### src/rtl/lsu_ctrl_pkg.sv
// Shared types and constants for the load/store sequencer and its lane aligner.
package lsu_ctrl_pkg;

   localparam int LSU_XLEN = 32;
   localparam int MASK_W   = 8;
   localparam int CNT_W    = 4;

   typedef enum logic [1:0] {
      SZ_B = 2'd0,
      SZ_H = 2'd1,
      SZ_W = 2'd2,
      SZ_X = 2'd3
   } size_e;

   typedef enum logic [1:0] {
      IDLE   = 2'd0,
      ACCESS = 2'd1,
      RESP   = 2'd2
   } state_e;

   // An access is refused when it is not naturally aligned or uses the reserved size code
   function automatic logic isIllegal(input logic [1:0] size, input logic [1:0] off);
      case (size)
         SZ_B:    return 1'b0;
         SZ_H:    return off[0];
         SZ_W:    return off != 2'b00;
         default: return 1'b1;
      endcase
   endfunction

endpackage

### src/rtl/lsu_ctrl_if.sv
// Bundle of the EXU request, memory-access and WBU result signals around lsu_ctrl.
interface lsu_ctrl_if
   import lsu_ctrl_pkg::*;
#(
   parameter int XLEN = LSU_XLEN
);

   logic              exu_valid_i;
   logic              exu_ready_o;
   logic              exu_is_load_i;
   logic [1:0]        exu_size_i;
   logic              exu_signed_i;
   logic [XLEN-1:0]   exu_addr_i;
   logic [XLEN-1:0]   exu_wdata_i;
   logic [4:0]        exu_rd_i;

   logic              mem_ren_o;
   logic              mem_wen_o;
   logic              mem_signed_o;
   logic [XLEN-1:0]   mem_addr_o;
   logic [MASK_W-1:0] mem_mask_o;
   logic [XLEN-1:0]   mem_wdata_o;
   logic [XLEN-1:0]   mem_rdata_i;

   logic              wbu_valid_o;
   logic              wbu_ready_i;
   logic [XLEN-1:0]   wbu_data_o;
   logic [4:0]        wbu_rd_o;
   logic              wbu_misalign_o;

   modport slave (
      input  exu_valid_i, exu_is_load_i, exu_size_i, exu_signed_i,
             exu_addr_i, exu_wdata_i, exu_rd_i, mem_rdata_i, wbu_ready_i,
      output exu_ready_o, mem_ren_o, mem_wen_o, mem_signed_o, mem_addr_o,
             mem_mask_o, mem_wdata_o, wbu_valid_o, wbu_data_o, wbu_rd_o,
             wbu_misalign_o
   );

   modport master (
      output exu_valid_i, exu_is_load_i, exu_size_i, exu_signed_i,
             exu_addr_i, exu_wdata_i, exu_rd_i, mem_rdata_i, wbu_ready_i,
      input  exu_ready_o, mem_ren_o, mem_wen_o, mem_signed_o, mem_addr_o,
             mem_mask_o, mem_wdata_o, wbu_valid_o, wbu_data_o, wbu_rd_o,
             wbu_misalign_o
   );

endinterface

### src/rtl/lsu_ctrl_align.sv
// Byte-lane steering: builds the store strobe and shifted write data, and
// pulls a load value out of its lane with sign or zero extension.
module lsu_align
   import lsu_ctrl_pkg::*;
#(
   parameter int XLEN = LSU_XLEN
) (
   input  size_e             stSize_i,
   input  logic [1:0]        stOff_i,
   input  logic [XLEN-1:0]   stData_i,
   output logic [MASK_W-1:0] stMask_o,
   output logic [XLEN-1:0]   stData_o,
   input  size_e             ldSize_i,
   input  logic [1:0]        ldOff_i,
   input  logic              ldSigned_i,
   input  logic [XLEN-1:0]   ldData_i,
   output logic [XLEN-1:0]   ldData_o
);

   logic [3:0]      laneMask;
   logic [XLEN-1:0] ldShifted;

   assign stMask_o  = {{(MASK_W-4){1'b0}}, laneMask};
   assign stData_o  = stData_i << {stOff_i, 3'b000};
   assign ldShifted = ldData_i >> {ldOff_i, 3'b000};

   // Strobe covers the bytes touched by the access, starting at the byte offset
   always_comb begin
      laneMask = 4'hF;
      case (stSize_i)
         SZ_B:    laneMask = 4'b0001 << stOff_i;
         SZ_H:    laneMask = 4'b0011 << stOff_i;
         default: laneMask = 4'hF;
      endcase
   end

   // Truncate the lane-shifted word to the access size and extend it back to XLEN
   always_comb begin
      ldData_o = ldShifted;
      case (ldSize_i)
         SZ_B:    ldData_o = {{(XLEN-8){ldSigned_i & ldShifted[7]}}, ldShifted[7:0]};
         SZ_H:    ldData_o = {{(XLEN-16){ldSigned_i & ldShifted[15]}}, ldShifted[15:0]};
         default: ldData_o = ldShifted;
      endcase
   end

endmodule

### src/rtl/lsu_ctrl.sv
// Load/store sequencer: takes one op from EXU, holds the memory access for
// MEM_LAT cycles, then hands the aligned/extended result to WBU.
module lsu_ctrl
   import lsu_ctrl_pkg::*;
#(
   parameter int XLEN    = LSU_XLEN,
   parameter int MEM_LAT = 2
) (
   input  logic      clk_i,
   input  logic      rst_i,
   lsu_ctrl_if.slave bus
);

   state_e            state_q;
   logic [CNT_W-1:0]  cnt_q;
   logic              isLoad_q;
   size_e             size_q;
   logic              signed_q;
   logic [1:0]        off_q;
   logic [4:0]        rd_q;

   logic              exuReady_q;
   logic              memRen_q;
   logic              memWen_q;
   logic [XLEN-1:0]   memAddr_q;
   logic [MASK_W-1:0] memMask_q;
   logic [XLEN-1:0]   memWdata_q;
   logic              wbuValid_q;
   logic [XLEN-1:0]   wbuData_q;
   logic [4:0]        wbuRd_q;
   logic              wbuMisalign_q;

   logic [MASK_W-1:0] laneMask_d;
   logic [XLEN-1:0]   laneWdata_d;
   logic [XLEN-1:0]   loadData_d;

   lsu_align #(.XLEN(XLEN)) uAlign (
      .stSize_i   (size_e'(bus.exu_size_i)),
      .stOff_i    (bus.exu_addr_i[1:0]),
      .stData_i   (bus.exu_wdata_i),
      .stMask_o   (laneMask_d),
      .stData_o   (laneWdata_d),
      .ldSize_i   (size_q),
      .ldOff_i    (off_q),
      .ldSigned_i (signed_q),
      .ldData_i   (bus.mem_rdata_i),
      .ldData_o   (loadData_d)
   );

   assign bus.exu_ready_o    = exuReady_q;
   assign bus.mem_ren_o      = memRen_q;
   assign bus.mem_wen_o      = memWen_q;
   assign bus.mem_signed_o   = 1'b0;
   assign bus.mem_addr_o     = memAddr_q;
   assign bus.mem_mask_o     = memMask_q;
   assign bus.mem_wdata_o    = memWdata_q;
   assign bus.wbu_valid_o    = wbuValid_q;
   assign bus.wbu_data_o     = wbuData_q;
   assign bus.wbu_rd_o       = wbuRd_q;
   assign bus.wbu_misalign_o = wbuMisalign_q;

   // Sequencer: accept in IDLE, hold the access while counting down, then present the result until WBU takes it
   always_ff @(posedge clk_i) begin
      if (rst_i) begin
         state_q       <= IDLE;
         cnt_q         <= '0;
         isLoad_q      <= 1'b0;
         size_q        <= SZ_B;
         signed_q      <= 1'b0;
         off_q         <= 2'b00;
         rd_q          <= 5'd0;
         exuReady_q    <= 1'b1;
         memRen_q      <= 1'b0;
         memWen_q      <= 1'b0;
         memAddr_q     <= '0;
         memMask_q     <= '0;
         memWdata_q    <= '0;
         wbuValid_q    <= 1'b0;
         wbuData_q     <= '0;
         wbuRd_q       <= 5'd0;
         wbuMisalign_q <= 1'b0;
      end else begin
         case (state_q)
            IDLE: begin
               if (bus.exu_valid_i) begin
                  isLoad_q   <= bus.exu_is_load_i;
                  size_q     <= size_e'(bus.exu_size_i);
                  signed_q   <= bus.exu_signed_i;
                  off_q      <= bus.exu_addr_i[1:0];
                  rd_q       <= bus.exu_rd_i;
                  exuReady_q <= 1'b0;
                  if (isIllegal(bus.exu_size_i, bus.exu_addr_i[1:0])) begin
                     state_q       <= RESP;
                     wbuValid_q    <= 1'b1;
                     wbuData_q     <= '0;
                     wbuMisalign_q <= 1'b1;
                     wbuRd_q       <= bus.exu_is_load_i ? bus.exu_rd_i : 5'd0;
                  end else begin
                     state_q    <= ACCESS;
                     cnt_q      <= CNT_W'(MEM_LAT - 1);
                     memRen_q   <= bus.exu_is_load_i;
                     memWen_q   <= ~bus.exu_is_load_i;
                     memAddr_q  <= {bus.exu_addr_i[XLEN-1:2], 2'b00};
                     memMask_q  <= laneMask_d;
                     memWdata_q <= laneWdata_d;
                  end
               end
            end
            ACCESS: begin
               memWen_q <= 1'b0;
               if (cnt_q == '0) begin
                  state_q       <= RESP;
                  memRen_q      <= 1'b0;
                  memAddr_q     <= '0;
                  memMask_q     <= '0;
                  memWdata_q    <= '0;
                  wbuValid_q    <= 1'b1;
                  wbuData_q     <= isLoad_q ? loadData_d : '0;
                  wbuRd_q       <= isLoad_q ? rd_q : 5'd0;
                  wbuMisalign_q <= 1'b0;
               end else begin
                  cnt_q <= cnt_q - 1'b1;
               end
            end
            RESP: begin
               if (bus.wbu_ready_i) begin
                  state_q       <= IDLE;
                  exuReady_q    <= 1'b1;
                  wbuValid_q    <= 1'b0;
                  wbuData_q     <= '0;
                  wbuRd_q       <= 5'd0;
                  wbuMisalign_q <= 1'b0;
               end
            end
            default: begin
               state_q    <= IDLE;
               exuReady_q <= 1'b1;
            end
         endcase
      end
   end

endmodule

### src/flat_wrapper.sv
// flat-port wrapper written by rule: the top's interface ports become plain ports
module lsu_ctrl_flat import lsu_ctrl_pkg::*;
#(
   parameter int XLEN    = LSU_XLEN,
   parameter int MEM_LAT = 2
)
  (clk_i, rst_i, bus_exu_valid_i, bus_exu_is_load_i, bus_exu_size_i, bus_exu_signed_i, bus_exu_addr_i, bus_exu_wdata_i, bus_exu_rd_i, bus_mem_rdata_i, bus_wbu_ready_i, bus_exu_ready_o, bus_mem_ren_o, bus_mem_wen_o, bus_mem_signed_o, bus_mem_addr_o, bus_mem_mask_o, bus_mem_wdata_o, bus_wbu_valid_o, bus_wbu_data_o, bus_wbu_rd_o, bus_wbu_misalign_o);
  lsu_ctrl_if #(.XLEN(XLEN)) bus_i ();
  input  logic clk_i;
  input  logic rst_i;
  input wire logic [$bits(bus_i.exu_valid_i)-1:0] bus_exu_valid_i;
  input wire logic [$bits(bus_i.exu_is_load_i)-1:0] bus_exu_is_load_i;
  input wire logic [$bits(bus_i.exu_size_i)-1:0] bus_exu_size_i;
  input wire logic [$bits(bus_i.exu_signed_i)-1:0] bus_exu_signed_i;
  input wire logic [$bits(bus_i.exu_addr_i)-1:0] bus_exu_addr_i;
  input wire logic [$bits(bus_i.exu_wdata_i)-1:0] bus_exu_wdata_i;
  input wire logic [$bits(bus_i.exu_rd_i)-1:0] bus_exu_rd_i;
  input wire logic [$bits(bus_i.mem_rdata_i)-1:0] bus_mem_rdata_i;
  input wire logic [$bits(bus_i.wbu_ready_i)-1:0] bus_wbu_ready_i;
  output wire logic [$bits(bus_i.exu_ready_o)-1:0] bus_exu_ready_o;
  output wire logic [$bits(bus_i.mem_ren_o)-1:0] bus_mem_ren_o;
  output wire logic [$bits(bus_i.mem_wen_o)-1:0] bus_mem_wen_o;
  output wire logic [$bits(bus_i.mem_signed_o)-1:0] bus_mem_signed_o;
  output wire logic [$bits(bus_i.mem_addr_o)-1:0] bus_mem_addr_o;
  output wire logic [$bits(bus_i.mem_mask_o)-1:0] bus_mem_mask_o;
  output wire logic [$bits(bus_i.mem_wdata_o)-1:0] bus_mem_wdata_o;
  output wire logic [$bits(bus_i.wbu_valid_o)-1:0] bus_wbu_valid_o;
  output wire logic [$bits(bus_i.wbu_data_o)-1:0] bus_wbu_data_o;
  output wire logic [$bits(bus_i.wbu_rd_o)-1:0] bus_wbu_rd_o;
  output wire logic [$bits(bus_i.wbu_misalign_o)-1:0] bus_wbu_misalign_o;
  assign bus_i.exu_valid_i = bus_exu_valid_i;
  assign bus_i.exu_is_load_i = bus_exu_is_load_i;
  assign bus_i.exu_size_i = bus_exu_size_i;
  assign bus_i.exu_signed_i = bus_exu_signed_i;
  assign bus_i.exu_addr_i = bus_exu_addr_i;
  assign bus_i.exu_wdata_i = bus_exu_wdata_i;
  assign bus_i.exu_rd_i = bus_exu_rd_i;
  assign bus_i.mem_rdata_i = bus_mem_rdata_i;
  assign bus_i.wbu_ready_i = bus_wbu_ready_i;
  assign bus_exu_ready_o = bus_i.exu_ready_o;
  assign bus_mem_ren_o = bus_i.mem_ren_o;
  assign bus_mem_wen_o = bus_i.mem_wen_o;
  assign bus_mem_signed_o = bus_i.mem_signed_o;
  assign bus_mem_addr_o = bus_i.mem_addr_o;
  assign bus_mem_mask_o = bus_i.mem_mask_o;
  assign bus_mem_wdata_o = bus_i.mem_wdata_o;
  assign bus_wbu_valid_o = bus_i.wbu_valid_o;
  assign bus_wbu_data_o = bus_i.wbu_data_o;
  assign bus_wbu_rd_o = bus_i.wbu_rd_o;
  assign bus_wbu_misalign_o = bus_i.wbu_misalign_o;
  lsu_ctrl #(.XLEN(XLEN), .MEM_LAT(MEM_LAT)) u_core (.clk_i(clk_i), .rst_i(rst_i), .bus(bus_i));
endmodule
### config.mk
export PLATFORM = sky130hd
export DESIGN_NAME = lsu_ctrl_flat
export DESIGN_NICKNAME = d
export VERILOG_FILES = /design/src/rtl/lsu_ctrl_pkg.sv /design/src/rtl/lsu_ctrl_if.sv /design/src/rtl/lsu_ctrl_align.sv /design/src/rtl/lsu_ctrl.sv /design/src/flat_wrapper.sv
export SDC_FILE = /design/constraint.sdc
export NUM_CORES = 1
export LEC_CHECK = 0
export CAP_MARGIN = 20
export CORE_ASPECT_RATIO = 0.8
export CORE_MARGIN = 2
export CORE_UTILIZATION = 35
export DETAILED_ROUTE_END_ITERATION = 16
export GPL_ROUTABILITY_DRIVEN = 1
export HOLD_SLACK_MARGIN = 0.02
export PLACE_DENSITY = 0.68
export SLEW_MARGIN = 15
export SYNTH_ARGS = -nofsm -noshare
export SYNTH_HDL_FRONTEND = slang
export SYNTH_SLANG_ARGS = --single-unit
### constraint.sdc
create_clock -name clk_i -period 2.2 [get_ports clk_i]
set_input_delay 0.33 -clock clk_i [delete_from_list [all_inputs] [get_ports clk_i]]
set_output_delay 0.33 -clock clk_i [all_outputs]
set_load 0.01 [all_outputs]
==> impl_metrics.toml <==
[global_route]
grt_pass1_wl_mm = 29.8
grt_pass1_vias = 5582
antenna_found_initial = 0
grt_usage_pct = 21.2
overflow = 0
use_met3_pct = 7.62
gr-max-usage-layer = "met1"
met2_usage_pct = 30.0
grt_max_degree = 60
grt_use_met1_pct = 30.7

[critical_path]
cp_top_family = "simple AND/OR/NAND/NOR gates"
path_class = "reg2reg"
worst_setup_path_end_kind = "flop"
cp_slowest_cell = "or3b_4"
cp-start-kind = "flop"
crit_arrival_ps = 2440
critPathMaxStageDelay_ps = 380
cp_data_required_time_ps = 2530
cp_num_buf_inv = 3
crit_chain = "inv_2 -> ha_4 -> or3b_4 -> a21o_1 -> nor4b_4 -> buf_4 -> o211ai_4 -> buf_12 -> o32ai_1"
cp_max_fo = 16

[cts]
cts_root_buf = "clkbuf_16"
cts_made_buffers = 17
cts_sinks = 125
clk_pin_slew_worst_paths_ps = 60
ctsLongestPathBuffers = 2
ctsHtreeMaxLevel = 4
cts_tree = "done"
clk_latency_ps = 420

[final_layout]
area_delta_synth_final_pct = 56.2
num_antenna_cells = 0
multi_input_area_um2 = 3230
nets = 1011
nFillCells = 1517
seq_area_um2 = 2500
layout-drive-gt1-share_pct = 12.9

[synth]
synth.yosys.seq_area_share_pct = 42.1
synth_top_cell_by_area = "dfxtp_1"
synth.ff_latch_count = 125
synthArstFlopShare_pct = 0
synth_cell_types = 52
synthTopCellsByArea = "dfxtp_1 (42%), mux2i_1 (5.4%), o21ai_0 (5.0%)"
synth_enable_flop_cells = 0
synth_cells = 673
yosysTopAreaCellShare_pct = 42.1
yosysMostFrequentCell = "dfxtp_1"
synth_flop_cell = "dfxtp_1"
synth_commonest_cells = "dfxtp_1 (125), nand2_1 (69), o21ai_0 (59)"
syn_area_per_cell_um2 = 8.83
synth_area_um2 = 5940
yosys_warnings = 0

[timing]
fmax_ghz = 0.474
rsz0062_at_grt = "false"
hold_ws_ps = 319
setup_violations = 0
hold_viol_final = 0
finalSetupTns_ps = 0
post-route-min-period_ps = 2110
drv_slew = 0
fin_worst_skew_ps = 11.9
fin_crit_sh_pct = 95.9
worst_slew_pin_slew_ps = 776
max_slew_margin_pct = 47.9

[floorplanning]
io_pins = 224
dieHeight_um = 121
start_util_pct = 35.8
rows = 42
coreArea_um2 = 16600
die_w_um = 150
dieArea_um2 = 18000

[detailed_routing]
wl_per_cell_um = 17.0
wl_mm = 19.1
antenna_left = 0
via_per_inst = 5.20
drc_errors = 0
first_pass_iters = 5
drt-initial-drc-count = 405
vias = 5875

[pwr]
p_int_mw = 5.23
switching_share_pct = 28.0
leakage_nw = 3.38
clockPowerShare_pct = 41.1
finalPower_mw = 7.26
pwr-share-seq_pct = 34.7
switchingPower_mw = 2.03
ir_worst_vdd_v = 0.000455
combPwrFrac_pct = 24.2
power_density_nw_per_um2 = 782

[status]
status = "finished clean"

[place]
place_congestion = 0.854
port-buffer-count = 216
hpwlAfterDp_mm = 13.6

[job]
cap_violations = 0

[worst_hold_path]
hold_class = "in2reg"
## worst register-to-register path, stage by stage (launching register included)
cell	delay [ps]
dfxtp_1	310
inv_2	90
ha_4	130
or3b_4	380
a21o_1	220
nor4b_4	210
buf_4	180
o211ai_4	80
buf_12	170
o32ai_1	250
## per-stage QoR
stage	cell area (um2)	util [%]	cells	worst slack (ps)
global placement	8590	51.7	1096	-134
CTS	9240	55.7	1129	19.1
finish	9280	55.9	1129	89.5
detailed placement	8590	51.7	1096	-170
global route	9280	55.9	1129	5.17
floorplan	5980	-	679	-38.9
## power groups by stage
stage	Combinational [mW]	Clock, mW	Sequential (mW)
2_1_floorplan	0.816	0	2.60
3_3_place_gp	1.70	0	2.56
3_5_place_dp	1.72	0	2.56
4_1_cts	1.73	3.05	2.52
5_1_grt	1.91	3.16	2.54
6_report	1.76	2.98	2.52
## cells by family after synthesis
logic type | synth area share (%)
compound gates | 24.9
fa+ha+maj | 1.26
buf+inv | 5.18
flops | 42.1
mux | 7.29
other cells | 0.0631
simple gates | 19.2
## path summary, 6_finish.rpt
| kind | slack, ps | end | startpoint | cells after the start |
|---|---|---|---|---|
| worst max-delay path | 90 | u_core.bus.wbu_data_o[31]$_SDFFE_PP0P_ | u_core.cnt_q[1]$_SDFFE_PP0P_ | 9 |
| worst min-delay path | 320 | u_core.state_q[0]$_SDFFE_PP0P_ | rst_i | 2 |
| worst max register to register | 90 | u_core.bus.wbu_data_o[31]$_SDFFE_PP0P_ | u_core.cnt_q[1]$_SDFFE_PP0P_ | 9 |
| worst min register to register | 450 | u_core.isLoad_q$_SDFFE_PP0P_ | u_core.isLoad_q$_SDFFE_PP0P_ | 2 |
## routing by layer
layer  part of all wire (%)  wire length [um]  vias up
li1                       -                 -     2892
met1                     49              9300     2757
met2                     42              8120      210
met3                    8.2              1570       16
met4                   0.86               164        0
met5                      0                 0        -
## sequential cells by signal (all words and copies together), names as in the netlist, 4 cells and up
| signal | count |
|---|---|
| u_core.bus.wbu_rd_o | 5 |
| u_core.bus.wbu_data_o | 32 |
| u_core.bus.mem_mask_o | 4 |
| u_core.rd_q | 5 |
| u_core.bus.mem_wdata_o | 32 |
| u_core.cnt_q | 4 |
| u_core.bus.mem_addr_o | 30 |
## cell usage in the layout (no fill, tap or decap), drive strengths merged, types with 8 or more instances in the layout
cell type	count
a22o	33
inv	8
o21ai	59
o32ai	16
nor2	35
clkdlybuf4s50	214
dfxtp	125
a21oi	42
mux2	8
clkinv	9
nor3	9
buf	47
nand3	9
clkbuf	18
mux2i	32
nand2	69
a211o	8
nand2b	43
nor2b	10
nand4	31
o21a	11
## final cells by class
class | count | area share [%]
sequential | 125 | 27.0
tap | 220 | 2.97
clock inverter | 14 | 2.09
timing repair buffer | 261 | 28.1
inverter | 9 | 0.364
multi-input combinational | 482 | 34.8
clock buffer | 18 | 4.73
## repair_timing
item	in CTS	in global routing
pin swaps	1	0
hold buffers	0	0
buffers inserted	1	0
gates resized for setup	2	7
setup endpoints to repair	14	32
(Power assumes the default switching activity.)
